File: src/rtl/ps2_rx_fifo.sv
// ps2_rx_fifo -- PS/2 device-to-host receiver with a first-word fall-through
// byte FIFO.
//
// ps2_clk/ps2_data are synchronized into clk25. ps2_clk is then deglitched:
// a level change is accepted only after FILTER_LEN consecutive identical
// samples. Each 1->0 transition of the filtered clock samples the
// synchronized data line. A framing FSM (IDLE/DATA/PARITY/STOP) assembles
// 11-bit frames. Good bytes are pushed into the FIFO one cycle after the
// stop-bit edge.
//
// Build option:
//   PS2_PARITY_CHECK_EN  When defined, a frame is accepted only if data plus
//                        parity hold an odd number of ones. When undefined,
//                        the parity bit is sampled but ignored.
//
// Parameters:
//   FIFO_DEPTH      bytes buffered (power of two, >= 2)
//   FILTER_LEN      stable samples needed to accept a ps2_clk level change
//   TIMEOUT_CYCLES  idle clk25 cycles inside a frame before abort
//
// Ports:
//   clk25      sole clock, rising edge
//   reset      synchronous, active-high
//   ps2_clk    asynchronous PS/2 clock from device
//   ps2_data   asynchronous PS/2 data from device
//   rx_data    byte at FIFO head; holds the last popped value while empty
//   rx_valid   FIFO non-empty
//   rx_ready   consumer accept; pop when rx_valid && rx_ready
//   count      FIFO occupancy
//   frame_err  1-cycle pulse on a rejected or timed-out frame
//   overflow   1-cycle pulse when a good byte is dropped (FIFO full)
module ps2_rx_fifo #(
  parameter int FIFO_DEPTH     = 8,
  parameter int FILTER_LEN     = 4,
  parameter int TIMEOUT_CYCLES = 25000
) (
  input  logic                          clk25,
  input  logic                          reset,
  input  logic                          ps2_clk,
  input  logic                          ps2_data,
  output logic [7:0]                    rx_data,
  output logic                          rx_valid,
  input  logic                          rx_ready,
  output logic [$clog2(FIFO_DEPTH):0]   count,
  output logic                          frame_err,
  output logic                          overflow
);

  localparam int AW  = $clog2(FIFO_DEPTH);
  localparam int CW  = AW + 1;
  localparam int FCW = $clog2(FILTER_LEN + 1);
  localparam int TW  = $clog2(TIMEOUT_CYCLES + 1);

  // ---------------------------------------------------------------------
  // Synchronizers and ps2_clk glitch filter (all idle at bus level 1)
  // ---------------------------------------------------------------------
  logic           clk_s1_q, clk_s2_q;
  logic           dat_s1_q, dat_s2_q;
  logic           clk_f_q, clk_f_d;
  logic           clk_f_prev_q;
  logic [FCW-1:0] flt_cnt_q, flt_cnt_d;
  logic           fall;

  // flt_cnt_q counts consecutive samples that disagree with the filtered
  // level. The level flips once FILTER_LEN samples in a row disagree.
  always_comb begin
    clk_f_d   = clk_f_q;
    flt_cnt_d = '0;
    if (clk_s2_q != clk_f_q) begin
      if (flt_cnt_q == FCW'(FILTER_LEN - 1)) begin
        clk_f_d   = clk_s2_q;
        flt_cnt_d = '0;
      end else begin
        flt_cnt_d = flt_cnt_q + 1'b1;
      end
    end
  end

  always_ff @(posedge clk25) begin
    if (reset) begin
      clk_s1_q     <= 1'b1;
      clk_s2_q     <= 1'b1;
      dat_s1_q     <= 1'b1;
      dat_s2_q     <= 1'b1;
      clk_f_q      <= 1'b1;
      clk_f_prev_q <= 1'b1;
      flt_cnt_q    <= '0;
    end else begin
      clk_s1_q     <= ps2_clk;
      clk_s2_q     <= clk_s1_q;
      dat_s1_q     <= ps2_data;
      dat_s2_q     <= dat_s1_q;
      clk_f_q      <= clk_f_d;
      clk_f_prev_q <= clk_f_q;
      flt_cnt_q    <= flt_cnt_d;
    end
  end

  // Filtered clock has just gone 1->0. Data is sampled from dat_s2_q on
  // this same cycle.
  assign fall = clk_f_prev_q & ~clk_f_q;

  // ---------------------------------------------------------------------
  // Framing FSM
  // ---------------------------------------------------------------------
  typedef enum logic [1:0] {IDLE, DATA, PARITY, STOP} state_e;

  state_e        state_q, state_d;
  logic [2:0]    bitcnt_q, bitcnt_d;
  logic [7:0]    shift_q, shift_d;
  logic          par_q, par_d;
  logic [TW-1:0] tmr_q, tmr_d;
  logic          push_q, push_d;
  logic          ferr_q, ferr_d;
  logic          good;

`ifdef PS2_PARITY_CHECK_EN
  assign good = dat_s2_q & (^{par_q, shift_q});
`else
  assign good = dat_s2_q;
`endif

  always_comb begin
    state_d  = state_q;
    bitcnt_d = bitcnt_q;
    shift_d  = shift_q;
    par_d    = par_q;
    tmr_d    = '0;
    push_d   = 1'b0;
    ferr_d   = 1'b0;

    if (state_q != IDLE && !fall) begin
      if (tmr_q == TW'(TIMEOUT_CYCLES - 1)) begin
        // Bus went quiet mid-frame: drop partial data.
        state_d  = IDLE;
        bitcnt_d = '0;
        shift_d  = '0;
        ferr_d   = 1'b1;
      end else begin
        tmr_d = tmr_q + 1'b1;
      end
    end else if (fall) begin
      unique case (state_q)
        IDLE: begin
          if (!dat_s2_q) begin
            state_d  = DATA;
            bitcnt_d = '0;
          end
        end
        DATA: begin
          shift_d = {dat_s2_q, shift_q[7:1]};  // LSB arrives first
          if (bitcnt_q == 3'd7) begin
            state_d  = PARITY;
            bitcnt_d = '0;
          end else begin
            bitcnt_d = bitcnt_q + 1'b1;
          end
        end
        PARITY: begin
          par_d   = dat_s2_q;
          state_d = STOP;
        end
        STOP: begin
          push_d  = good;
          ferr_d  = ~good;
          state_d = IDLE;
        end
        default: state_d = IDLE;
      endcase
    end
  end

  always_ff @(posedge clk25) begin
    if (reset) begin
      state_q  <= IDLE;
      bitcnt_q <= '0;
      shift_q  <= '0;
      par_q    <= 1'b0;
      tmr_q    <= '0;
      push_q   <= 1'b0;
      ferr_q   <= 1'b0;
    end else begin
      state_q  <= state_d;
      bitcnt_q <= bitcnt_d;
      shift_q  <= shift_d;
      par_q    <= par_d;
      tmr_q    <= tmr_d;
      push_q   <= push_d;
      ferr_q   <= ferr_d;
    end
  end

  assign frame_err = ferr_q;

  // ---------------------------------------------------------------------
  // First-word fall-through FIFO
  // ---------------------------------------------------------------------
  logic [7:0]    mem [FIFO_DEPTH];
  logic [AW-1:0] wr_ptr_q, rd_ptr_q;
  logic [CW-1:0] count_q, count_d;
  logic [7:0]    last_q;
  logic          ovf_q;
  logic          full, pop, wr_en;

  assign full     = (count_q == CW'(FIFO_DEPTH));
  assign rx_valid = (count_q != '0);
  assign pop      = rx_valid & rx_ready;
  // A pop frees the head slot in the same cycle, so a push is accepted
  // even when full. With wr_ptr == rd_ptr, the head is read before the
  // write lands.
  assign wr_en    = push_q & (~full | pop);

  always_comb begin
    count_d = count_q;
    unique case ({wr_en, pop})
      2'b10:   count_d = count_q + 1'b1;
      2'b01:   count_d = count_q - 1'b1;
      default: count_d = count_q;
    endcase
  end

  always_ff @(posedge clk25) begin
    if (wr_en) mem[wr_ptr_q] <= shift_q;
  end

  // Pointers are AW bits wide, so they wrap modulo FIFO_DEPTH naturally.
  always_ff @(posedge clk25) begin
    if (reset) begin
      wr_ptr_q <= '0;
      rd_ptr_q <= '0;
      count_q  <= '0;
      last_q   <= 8'h00;
      ovf_q    <= 1'b0;
    end else begin
      if (wr_en) wr_ptr_q <= wr_ptr_q + 1'b1;
      if (pop) begin
        rd_ptr_q <= rd_ptr_q + 1'b1;
        last_q   <= mem[rd_ptr_q];
      end
      count_q <= count_d;
      ovf_q   <= push_q & full & ~pop;
    end
  end

  // While empty, present the last byte handed out (0 after reset).
  assign rx_data  = rx_valid ? mem[rd_ptr_q] : last_q;
  assign count    = count_q;
  assign overflow = ovf_q;

endmodule
File: config.mk
export PLATFORM = sky130hd
export DESIGN_NAME = ps2_rx_fifo
export DESIGN_NICKNAME = d
export VERILOG_FILES = /design/src/rtl/ps2_rx_fifo.sv
export SDC_FILE = /design/constraint.sdc
export NUM_CORES = 1
export LEC_CHECK = 0
export ABC_CLOCK_PERIOD_IN_PS = 2700
export CAP_MARGIN = 20
export CORE_MARGIN = 2
export CORE_UTILIZATION = 35
export DETAILED_ROUTE_END_ITERATION = 6
export PLACE_DENSITY = 0.58
export SKIP_LAST_GASP = 1
export SYNTH_ARGS = -nofsm -noshare
export SYNTH_HDL_FRONTEND = slang
export SYNTH_SLANG_ARGS = --single-unit
File: constraint.sdc
create_clock -name clk25 -period 2.7 [get_ports clk25]
set_input_delay 0.405 -clock clk25 [delete_from_list [all_inputs] [get_ports clk25]]
set_output_delay 0.405 -clock clk25 [all_outputs]
set_load 0.01 [all_outputs]
# --- Word-level counts from Yosys, hierarchy flattened ---
# Memories as Yosys holds them, arrays and structs flattened. A register that Yosys moved wholly into a read port is not among the register bits.
# Cells that the tools add are included.
word_totals:
  in_bits: 5
  n_memories: 1
  regBits: 58
  mem_bits_rw: 64
  out_inout_bits: 15
  wordCells: 95
mem_list:
  columns: ["name", "words", "width", "read_ports", "rd_ports_with_merged_regs", "wr", "line_no", "source"]
  rows:
  - ["mem", 8, 8, 1, 1, 1, "198", "logic [7:0] mem [FIFO_DEPTH];"]
op_classes:
  n_mux: 26
  n_reduce_logical: 16
  bitwise: 14
  n_eq_ne: 13
  add_sub_neg: 7
ops:
  columns: ["cell", "n"]
  rows:
  - ["two-way mux 8 bit", 5]
  - ["two-way mux 3 bit", 7]
  - ["adder 15 x 1 -> 15 bit (second input constant)", 1]
  - ["equality test 15 bit (second input constant)", 1]
  - ["adder 3 x 1 -> 3 bit (second input constant)", 4]
  - ["two-way mux 2 bit", 5]
  - ["NOT 1 bit", 8]
  - ["case mux 2 bit (4 select lines)", 1]
  - ["case mux 4 bit (2 select lines)", 1]
  - ["AND reduction 4 bit", 2]
  - ["nonzero test 2 bit", 4]
  - ["equality test 2 bit (second input constant)", 3]
  - ["two-way mux 1 bit", 6]
  - ["inequality test 3 bit (second input constant)", 2]
  - ["case mux 3 bit (2 select lines)", 1]
  - ["OR reduction 3 bit", 2]
  - ["bitwise AND 1 bit", 5]
  - ["adder 4 x 1 -> 4 bit (second input constant)", 1]
  - ["equality test 2 x 1 -> 1 bit (second input constant)", 2]
  - ["equality test 4 bit (second input constant)", 1]
  - ["nonzero test 4 bit", 1]
  - ["OR reduction 4 bit", 1]
  - ["subtractor 4 x 1 -> 4 bit (second input constant)", 1]
  - ["equality test 3 x 2 -> 1 bit (second input constant)", 1]
  - ["other kinds (10)", 10]

# --- Longest topological paths before layout ---
depth:
  ltp_word: 6
  mapped_depth: 7
  depth_no_buf: 7

# --- Worst setup path after synthesis ---
# No wires, ideal clock.
synth_timing:
  path_type: "reg-to-reg"
  start: "reg count_q[1] (netlist: count[1])"
  end: "mem mem[0][0], enable pin"
  required_time_ns: 2.317
  setup_time_ns: 0.383
  t_arrival_ns: 1.909
  path_stages_with_launch: 6
  synth_period_minus_slack_ns: 2.292
  n_path_buf: 1
  slack_ns: 0.408
  cell_sequence: "dfxtp_1 > clkbuf_1 > or3_1 > o21ai_0 > or2_2 > nor3_1"
synth_between:
  elab_chain_len: 6
  word_cells_on_any_way: 8
  classes_between: "1 x eq/ne; 2 x mux; 4 x bitwise; 1 x reduce/logical"
synth_lines:
  columns: ["item", "line_no", "source"]
  rows:
  - ["start: declaration", "200", "logic [CW-1:0] count_q, count_d;"]
  - ["start signal: assignment", "240", "count_q <= count_d;"]
  - ["nonzero test 4 bit or equality test 4 bit (tied branches)", "206, 205", null]
  - ["bitwise AND 1 bit or NOT 1 bit (tied branches)", "207, 211", null]
  - ["bitwise OR 1 bit *", "211", "assign wr_en = push_q & (~full | pop);"]
  - ["bitwise AND 1 bit *", "211", null]
  - ["two-way mux 1 bit *", "223", "if (wr_en) mem[wr_ptr_q] <= shift_q;"]
  - ["two-way mux 1 bit (not written as such) *", "223", null]
  - ["end: declaration", "198", null]
# Mark *: on every way between the ends. The rest lies on a longest branch, timed or not.

==> impl_metrics.tcl <==
set metrics [dict create \
    outcome "completed" \
    rsz0062_at_grt "true" \
    synthCells 414 \
    p_leak_nw 2.19 \
    wl_um 9760 \
    critical_path.max_stage_delay_ns 0.52 \
    finalNetCount 474 \
    grt_use_total_pct 13.1 \
    avgSynthCellArea_um2 12.6 \
    critPathArrivalTime_ns 2.28 \
    max-slew-margin-rel_pct 54.4 \
    diodes 0 \
    ios 20 \
    swShare_pct 21.3 \
    drt-pass1-iter-count 6 \
    drtIter0Drc 278 \
    worst_slew_pin_slew_ns 0.680 \
    yosys.area.top_type "edfxtp_1" \
    finalSetupViolCount 0 \
    cp_slowest_cell "mux4_2" \
    gp_congestion 0.754 \
    min_from "dat_s1_q" \
    vias_per_cell 4.92 \
    core_area_um2 14500 \
    dp_hpwl_um 6610 \
    syn_to_final_growth_pct 22.0 \
    combinationalPowerShare_pct 4.3 \
    cp.required_ns 2.30 \
    synth_enable_flop_cells 64 \
    grt_pass1_wl_um 16300 \
    async_reset_ff_share_pct 0 \
    finalHoldWorstSlack_ns 0.412 \
    path_clk_slew_ns 0.05 \
    ys.flop_type "edfxtp_1" \
    drive_gt1_share_pct 18.8 \
    hold_path_class "flip-flop to flip-flop" \
    internal_power_mw 3.41 \
    ys_ff_latch 125 \
    numPortBuffers 19 \
    clock.fmax_mhz 372 \
    die-area_um2 15900 \
    path_delay_family "multiplexers" \
    multi_input_area_um2 1990 \
    yosys-top-cells-area "edfxtp_1 37%, dfxtp_1 23%, mux4_2 6.9%" \
    finalHoldViolations 0 \
    yosys.area.top_type_share_pct 36.9 \
    finalClockSkew_ns 0.0126 \
    ctsHoldBuffers 0 \
    cts_buffers 17 \
    fin_tns_setup_ns 0 \
    grt_antenna_before_repair 0 \
    sequentialPowerShare_pct 46.2 \
    yosys_warnings 0 \
    power.density_nw_per_um2 682 \
    vias 3210 \
    endpoint_kind "output pin" \
    crit_type "flip-flop to output pin" \
    wire_per_inst_um 15.0 \
    p_switching_mw 0.923 \
    clock_path_buffers 2 \
    initial_core_util_pct 35.8 \
    ir_drop_mv 0.440 \
    cts_tree "done" \
    crit_chain "clkbuf_16 > mux4_2 > mux2i_1 > a21oi_1 > clkdlybuf4s50_1" \
    clock-sinks 125 \
    antenna_left 0 \
    synth_area_um2 5200 \
    seq_area_um2 3140 \
    period_share_pct 99.6 \
    clk_latency_ns 0.41 \
    chipWidth_um 126 \
    r2r-start "count[3]" \
    grt_pass1_vias 3175 \
    ys_types 46 \
    crit_fanout 7 \
    synth_nets 432 \
    cts_max_level 4 \
    power_frac_clock_pct 49.5 \
    grt_max_degree 24 \
    slew_viol_final 0 \
    worst-path-buf-inv 2 \
    period_minus_slack_ns 2.69 \
    max_cap_violations 0 \
    num_rows 44 \
    fillers 1361 \
    overflow 0 \
    yosysSeqAreaShare_pct 60.4 \
    cts-root-buf "clkbuf_16" \
    cp-start-kind "flip-flop" \
    drc 0 \
    die_h_um 126 \
]
-- sequential cells by signal (all words and copies together), names as in the netlist, named ones only --
| name | cells |
|---|---|
| bitcnt_q | 3 |
| state_q | 2 |
| clk_f_prev_q | 1 |
| last_q | 8 |
| count | 4 |
| flt_cnt_q | 3 |
| shift_q | 8 |
| push_q | 1 |
| tmr_q | 15 |
| dat_s2_q | 1 |
| clk_s2_q | 1 |
| rd_ptr_q | 3 |
| frame_err | 1 |
| dat_s1_q | 1 |
| clk_s1_q | 1 |
| mem | 64 |
| overflow | 1 |
| wr_ptr_q | 3 |
| clk_f_q | 1 |
-- cell usage in the layout, fill, tap and decap left out, types with 5 or more instances in the layout --
cell type / count
nand3b_1: 5
nand2b_1: 12
o21ai_0: 11
a211oi_1: 10
nand2_1: 19
mux4_2: 16
edfxtp_1: 64
nor2_1: 55
nor3_1: 9
nand3_1: 6
nor2b_1: 5
or2_2: 6
dlymetal6s2s_1: 5
clkdlybuf4s50_1: 14
inv_1: 8
and2_1: 9
mux2i_1: 10
buf_4: 19
ha_1: 13
clkbuf_16: 18
dfxtp_1: 60
a21oi_1: 18
xnor2_1: 12
-- layout make-up --
cell class	instances	area share, %
Multi-Input combinational cell	264	31.4
Inverter	8	0.473
Clock buffer	20	6.88
Sequential cell	125	49.5
Tap cell	184	3.63
Timing Repair Buffer	40	6.15
Clock inverter	12	1.95
-- power groups by stage --
stage	clock network (mW)	registers, mW	logic [mW]
after floorplan	0	2.04	0.141
after global placement	0	2.04	0.183
after detailed placement	0	2.04	0.187
after CTS	2.19	2.00	0.188
after global routing	2.29	2.00	0.213
final	2.14	2.00	0.184
-- routing by layer --
| metal | GRT usage, % | part of all wire, % | wire length, um | up-vias |
|---|---|---|---|---|
| met5 | 0 | 0 | 0 | - |
| met4 | 4.46 | 0.65 | 63 | 0 |
| met3 | 4.33 | 3.6 | 356 | 7 |
| met2 | 20.8 | 48 | 4660 | 44 |
| met1 | 16.9 | 48 | 4680 | 1554 |
| li1 | - | - | - | 1605 |
-- final timing paths --
path / to / slack, ns / cells after the start
setup / recovery: rx_data[6] / 0.01 / 5
hold reg to reg: dat_s2_q / 0.41 / 1
setup reg to reg: count[2] / 0.41 / 8
hold / removal: dat_s2_q / 0.41 / 1
-- timing repair --
item                       4_1_cts  5_1_grt
setup endpoints to repair        7        8
cloned                           0        1
buffers inserted                 1        1
resized for setup                2       11
-- kinds of logic after synthesis --
| group | share of synthesized area (%) |
|---|---|
| simple gates | 15.3 |
| compound gates | 6.08 |
| xor+xnor | 2.69 |
| mux | 10.5 |
| buf+inv | 1.90 |
| flops | 60.4 |
| fa+ha+maj | 3.13 |
-- Yosys cell counts (3+ instances only) --
cell type and instances:
mux2i_1 15, o21ai_0 11, edfxtp_1 64, nand2b_1 12
nor2_1 55, inv_1 8, nand4_1 4, or2_2 6
buf_2 4, and2_1 9, clkbuf_1 11, nor2b_1 5
or3_1 3, xor2_1 4, xnor2_1 12, dfxtp_1 61
nor3_1 9, a211oi_1 10, nor4_1 4, mux2_2 3
a21oi_1 19, ha_1 13, mux4_2 16, nand3_1 6
nand3b_1 5, nand2_1 19
-- worst reg2reg max path: stages (launching register included) --
cell	delay (ns)
dfxtp_1	0.37
or4_1	0.53
buf_4	0.22
nand2b_1	0.11
o21ai_0	0.08
ha_1	0.20
nor4b_1	0.29
a31oi_1	0.09
mux2_2	0.28
-- through the flow --
step                instances  area (um^2)  util (%)  total power, mW  setup WS, ns
finish                    653         6350      43.7             4.33        0.0117
global route              653         6350      43.7             4.50       -0.0904
CTS                       651         6280      43.2             4.38       -0.0403
detailed placement        618         5700      39.2             2.23         0.366
global placement          618         5700      39.2             2.22         0.375
floorplan                 414         5200         -             2.18         0.408
(Power assumes the default switching activity.)
